[config.mk]
export PLATFORM = sky130hd
export DESIGN_NAME = axi4_lite_reg_slave
export DESIGN_NICKNAME = d
export VERILOG_FILES = /design/src/rtl/axi4_lite_reg_slave.sv
export SDC_FILE = /design/constraint.sdc
export NUM_CORES = 1
export LEC_CHECK = 0
export CAP_MARGIN = 25
export CORE_ASPECT_RATIO = 0.5
export CORE_MARGIN = 2
export CORE_UTILIZATION = 45
export CTS_CLUSTER_DIAMETER = 50
export DETAILED_ROUTE_END_ITERATION = 12
export PLACE_DENSITY = 0.77
export RECOVER_POWER = 50
export SLEW_MARGIN = 20
export SYNTH_ARGS = -nofsm -noshare
export SYNTH_HDL_FRONTEND = slang
export SYNTH_SLANG_ARGS = --single-unit
export TNS_END_PERCENT = 10
[constraint.sdc]
create_clock -name ACLK -period 2.2 [get_ports ACLK]
set_input_delay 0.33 -clock ACLK [delete_from_list [all_inputs] [get_ports ACLK]]
set_output_delay 0.33 -clock ACLK [all_outputs]
set_load 0.02 [all_outputs]
[src/rtl/axi4_lite_reg_slave.sv]
// AXI4-Lite register bank responder: NUM_REGS x 32-bit registers with AW/W accepted in either order.
// Optional build macro AXIL_SLV_ALIGN_CHK_EN rejects accesses whose addr[1:0] is non-zero with SLVERR.
module axi4_lite_reg_slave #(
    parameter int                ADDR_W    = 4,
    parameter int                DATA_W    = 32,
    parameter int                NUM_REGS  = 4,
    parameter logic [DATA_W-1:0] RESET_VAL = 32'h0000_0000
) (
    input  logic                       ACLK,
    input  logic                       ARESETn,
    input  logic [ADDR_W-1:0]          AWADDR,
    input  logic                       AWVALID,
    output logic                       AWREADY,
    input  logic [DATA_W-1:0]          WDATA,
    input  logic                       WVALID,
    output logic                       WREADY,
    output logic [1:0]                 BRESP,
    output logic                       BVALID,
    input  logic                       BREADY,
    input  logic [ADDR_W-1:0]          ARADDR,
    input  logic                       ARVALID,
    output logic                       ARREADY,
    output logic [DATA_W-1:0]          RDATA,
    output logic [1:0]                 RRESP,
    output logic                       RVALID,
    input  logic                       RREADY,
    output logic [NUM_REGS*DATA_W-1:0] regs_o,
    output logic [NUM_REGS-1:0]        wr_pulse
);

    localparam int         IDX_W       = ADDR_W - 2;
    localparam logic [1:0] RESP_OKAY   = 2'b00;
    localparam logic [1:0] RESP_SLVERR = 2'b10;

    typedef enum logic [1:0] {W_IDLE, W_HAVE_A, W_HAVE_D, W_RESP} w_state_t;
    typedef enum logic {R_IDLE, R_DATA} r_state_t;

    w_state_t w_state, w_next;
    r_state_t r_state, r_next;

    logic [DATA_W-1:0] regs [NUM_REGS];
    logic [ADDR_W-1:0] aw_addr_q;
    logic [DATA_W-1:0] w_data_q;
    logic [ADDR_W-1:0] c_addr;
    logic [DATA_W-1:0] c_data;
    logic              commit;
    logic              c_err;
    logic              rd_err;
    logic [DATA_W-1:0] rd_val;

    function automatic logic addr_err(input logic [ADDR_W-1:0] a);
        logic [1:0] unused_lsb;
        logic       idx_bad;
        unused_lsb = a[1:0];
        idx_bad    = (32'(a[ADDR_W-1:2]) >= 32'(NUM_REGS));
`ifdef AXIL_SLV_ALIGN_CHK_EN
        return idx_bad || (a[1:0] != 2'b00);
`else
        return idx_bad;
`endif
    endfunction

    always_ff @(posedge ACLK or negedge ARESETn) begin
        if (!ARESETn) begin
            w_state <= W_IDLE;
            r_state <= R_IDLE;
        end else begin
            w_state <= w_next;
            r_state <= r_next;
        end
    end

    // The commit source mux picks whichever half of the write was parked earlier.
    always_comb begin
        w_next  = w_state;
        AWREADY = 1'b0;
        WREADY  = 1'b0;
        BVALID  = 1'b0;
        commit  = 1'b0;
        c_addr  = AWADDR;
        c_data  = WDATA;
        case (w_state)
            W_IDLE: begin
                AWREADY = 1'b1;
                WREADY  = 1'b1;
                if (AWVALID && WVALID) begin
                    commit = 1'b1;
                    w_next = W_RESP;
                end else if (AWVALID) begin
                    w_next = W_HAVE_A;
                end else if (WVALID) begin
                    w_next = W_HAVE_D;
                end
            end
            W_HAVE_A: begin
                WREADY = 1'b1;
                c_addr = aw_addr_q;
                if (WVALID) begin
                    commit = 1'b1;
                    w_next = W_RESP;
                end
            end
            W_HAVE_D: begin
                AWREADY = 1'b1;
                c_data  = w_data_q;
                if (AWVALID) begin
                    commit = 1'b1;
                    w_next = W_RESP;
                end
            end
            W_RESP: begin
                BVALID = 1'b1;
                if (BREADY) w_next = W_IDLE;
            end
            default: w_next = W_IDLE;
        endcase
    end

    assign c_err = addr_err(c_addr);

    always_ff @(posedge ACLK) begin
        if (AWVALID && AWREADY) aw_addr_q <= AWADDR;
        if (WVALID && WREADY)   w_data_q  <= WDATA;
    end

    always_ff @(posedge ACLK or negedge ARESETn) begin
        if (!ARESETn) begin
            for (int i = 0; i < NUM_REGS; i++) regs[i] <= RESET_VAL;
            wr_pulse <= '0;
            BRESP    <= RESP_OKAY;
        end else begin
            wr_pulse <= '0;
            if (commit) begin
                BRESP <= c_err ? RESP_SLVERR : RESP_OKAY;
                for (int i = 0; i < NUM_REGS; i++) begin
                    if (!c_err && (c_addr[ADDR_W-1:2] == IDX_W'(i))) begin
                        regs[i]     <= c_data;
                        wr_pulse[i] <= 1'b1;
                    end
                end
            end
        end
    end

    always_comb begin
        regs_o = '0;
        for (int i = 0; i < NUM_REGS; i++) regs_o[i*DATA_W +: DATA_W] = regs[i];
    end

    // Read path samples the bank before any same-edge write lands.
    always_comb begin
        rd_val = '0;
        for (int i = 0; i < NUM_REGS; i++) begin
            if (ARADDR[ADDR_W-1:2] == IDX_W'(i)) rd_val = regs[i];
        end
    end

    assign rd_err = addr_err(ARADDR);

    always_comb begin
        r_next  = r_state;
        ARREADY = 1'b0;
        RVALID  = 1'b0;
        case (r_state)
            R_IDLE: begin
                ARREADY = 1'b1;
                if (ARVALID) r_next = R_DATA;
            end
            R_DATA: begin
                RVALID = 1'b1;
                if (RREADY) r_next = R_IDLE;
            end
            default: r_next = R_IDLE;
        endcase
    end

    always_ff @(posedge ACLK or negedge ARESETn) begin
        if (!ARESETn) begin
            RDATA <= '0;
            RRESP <= RESP_OKAY;
        end else if ((r_state == R_IDLE) && ARVALID) begin
            RDATA <= rd_err ? '0 : rd_val;
            RRESP <= rd_err ? RESP_SLVERR : RESP_OKAY;
        end
    end

endmodule
==> metrics.md <==
| Metric | Value |
|---|---|
| Layout Area Growth over Synthesis | 36.6% |
| # clock sinks | 201 |
| IO Port Bufs | 211 |
| Crit end category | register |
| Slowest-stage cell, CP | or4_4 |
| RSZ-0062 raised after global routing | true |
| Post-synth ARST share | 83.1% |
| Via-per-instance ratio | between 5 and 6 |
| Power density cells | 1650 mW/mm^2 |
| Vias in the first global route | about 5,700 |
| Fmax | 438 MHz |
| Largest net degree at the start of global routing | slightly above 60 |
| Total power | 20.2 mW |
| Worst min path class | in2reg |
| Core ar. | 0.0195 sq mm |
| Fin. Hold Viols | 0 |
| Crit Path Category | reg2reg |
| Reg clk slew, reported paths | 60 ps |
| Drt pass-1 iters | 4 |
| Top-area cell type share of the netlist area | between 40% and 50% |
| Startpoint types | register |
| Worst clock skew | 6.63 ps |
| Initial antenna violation count | 1 |
| Root Driver | clkbuf_16 |
| Max incr delay on CP | 600 ps |
| Setup slack after layout | -82.4 ps |
| ANT nets after route | 0 |
| Most used cell, CP | mux2_4 |
| Starting Density | 46.0% |
| Clk_lat worst skew | about 490 ps |
| Endpoints failing setup | between 50 and 60 |
| Final Util | 62.8% |
| Seq cells post-synth | about 200 |
| CTS buffer count | 20 |
| Row cnt | 36 |
| Warnings, synthesis | 0 |
| Sequential area share after synthesis | roughly 58% |
| GPL Wtd Cong | 0.754 |
| Crit-path cells | inv_2 -> ha_4 -> mux2_4 -> or4_4 -> buf_12 -> mux2_4 |
| Clk buf depth | 3 |
| Initial DRC Count | 209 |
| Worst r2r path cells | 6 |
| # DRC | 0 |
| Primary FF master, synth | dfrtp_1 |
| Failing checks | capacitance limit, slew limit, setup timing |
| IO Pins | 220 |
| CP endpoint | regs_o[10] |
| Library cells used by synthesis | 28 |
| WL final | 22,700 microns |
| Worst Path Required | between 2000 and 3000 ps |
| Relative slew slack | -11.2% |
| Topmost layer with routed signal wires | met4 |
| Final Max Slew Viols | 58 |
| Max cap viols | 1 |
| VDD IR max | 805 uV |
| Final instance area | 0.0122 sq mm |
| WL/cell | 22.3 microns |
| Total leakage power | approximately 5.3 nW |
| Critical Path Start | w_state[1] |
| Wl on met1 | roughly 9800 microns |
| CTS tree | yes |
| Worst hold margin | 422 ps |
| Die area | 0.0211 sq mm |
| Synth area leaders | dfrtp_1 47%, mux2_2 16%, edfxtp_1 11%, mux2_4 11%, mux4_2 8.1% |
| Cell Area, Synth | 0.00895 sq mm |
| Wire length on met3 | 837 microns |
| Layout cells sized above 1 | 40.5% |
| Setup TNS | -2780 ps |
| Number of synthesized flops with an enable pin | 34 |
| CP arrival | roughly 2700 ps |
| Syn_area_per_cell | approximately 18 sq um |
| Worst r2r dst | regs_o[10] |
| Final nets | 787 |
| GRT Total Usage | 21.4% |
| Via count | 5,342 |
| Min cycle time layout | 2280 ps |
| Die Wd | 203 microns |
| Htree depth | 1 |
| DP HPWL | 14,400 microns |
| CP Max Fanout | 23 |
| Routed length on met2 | 11,700 microns |
| Period utilization | 104% |
| Status | complete, but fails checks |
| Worst r2r src | w_state[1] |
| First-pass GRT wire length | 34,700 microns |
| Mapped Cells | 501 |
| Placed Area | between 0.01 and 0.015 sq mm |
| Post-synth top area cell | dfrtp_1 |
| Die Y | roughly 100 microns |
| Overflow after GRT | 0 |
| Reg2reg setup slack | -80 ps |
| Slew of the pin with the lowest slew margin | 1670 ps |
layout make-up:
type	count	area, sq um
repair buffers	245	2550
well taps	266	333
clock buffers	32	597
fillers	1458	7240
inverters	10	37.5
clock inverters	4	48.8
multi-input cells	257	3450
diodes	2	5.00
flip-flops and latches	201	5200
state kept, by name, summed over array words and instances (netlist names):
signal,flops
w_data_q,32
wr_pulse,4
r_state,1
RDATA,32
w_state,2
regs_o,128
aw_addr_q,2
stage by stage:
stage / setup WS (ps) / cells
5_1_grt: -133 / 1016
6_report: -82.4 / 1017
4_1_cts: -66.7 / 1012
3_5_place_dp: -311 / 974
3_3_place_gp: -269 / 974
2_1_floorplan: -18.4 / 504
per-layer routing:
layer | track usage, % | vias to the layer above
met5 | 0 | -
met3 | 3.71 | 24
met2 | 36.2 | 104
met1 | 29.2 | 2882
li1 | - | 2332
met4 | 4.80 | 0
logic make-up after synthesis:
group                      synth area share, %
other                                   0.0419
DFF                                       58.1
adders and majority gates                0.699
AOI/OAI and AO/OA                        0.601
and+or+nand+nor                          0.811
muxes                                     35.7
buffers and inverters                     4.03
cell usage after synthesis (2+ instances only):
cell	count
buf_2	6
dfrtp_1	167
inv_1	10
ha_1	5
edfxtp_1	34
mux4_2	32
mux2_1	5
nor2b_1	2
buf_12	6
buf_6	9
mux2i_1	3
o21a_1	2
buf_4	4
or2_2	2
mux2_4	66
clkbuf_1	9
or4_4	2
or4_1	2
a22oi_1	2
mux2_2	124
buf_1	2
timing repair:
| action | in CTS | in global routing |
|---|---|---|
| hold buffers | 1 | 0 |
| setup endpoints to repair | 130 | 68 |
| hold endpoints to repair | 57 | 0 |
| gates cloned | 1 | 1 |
| setup buffers | 0 | 4 |
| pin swaps | 1 | 2 |
| gates resized for setup | 14 | 11 |
worst min path at each step:
stage	from	to	slack (ps)	depth (start not counted)
6_report	RREADY	r_state	420	2
5_1_grt	RREADY	r_state	400	2
4_1_cts	RREADY	r_state	400	2
3_5_place_dp	ARESETn	w_state[1]	360	1
3_3_place_gp	ARESETn	w_state[1]	360	1
2_1_floorplan	ARESETn	RDATA[0]	30	0
cells in the final DEF, fill, tap and decap left out, drive strengths merged, types with 2 or more instances in the layout:
cell           count
mux2             195
clkdlybuf4s50    171
dfrtp            167
dlygate4sd3       35
clkbuf            35
buf               35
edfxtp            34
mux4              32
inv               10
ha                 5
or4                4
conb               4
mux2i              3
clkinv             3
diode              2
a22oi              2
o21a               2
or2                2
nor2b              2
critical path: cells and delay by family (launching register included):
| kind | cells | cell delay (ps) |
|---|---|---|
| muxes | 2 | 630 |
| and+or+nand+nor | 1 | 600 |
| DFF | 1 | 380 |
| buffers and inverters | 2 | 330 |
| adders and majority gates | 1 | 190 |
report_power, final:
group          internal (mW)  switching, mW
clock                   1.98           1.40
combinational           5.58           4.45
sequential              5.52           1.25
total                   13.1           7.09
No activity file was read; power rests on OpenSTA's default activity.
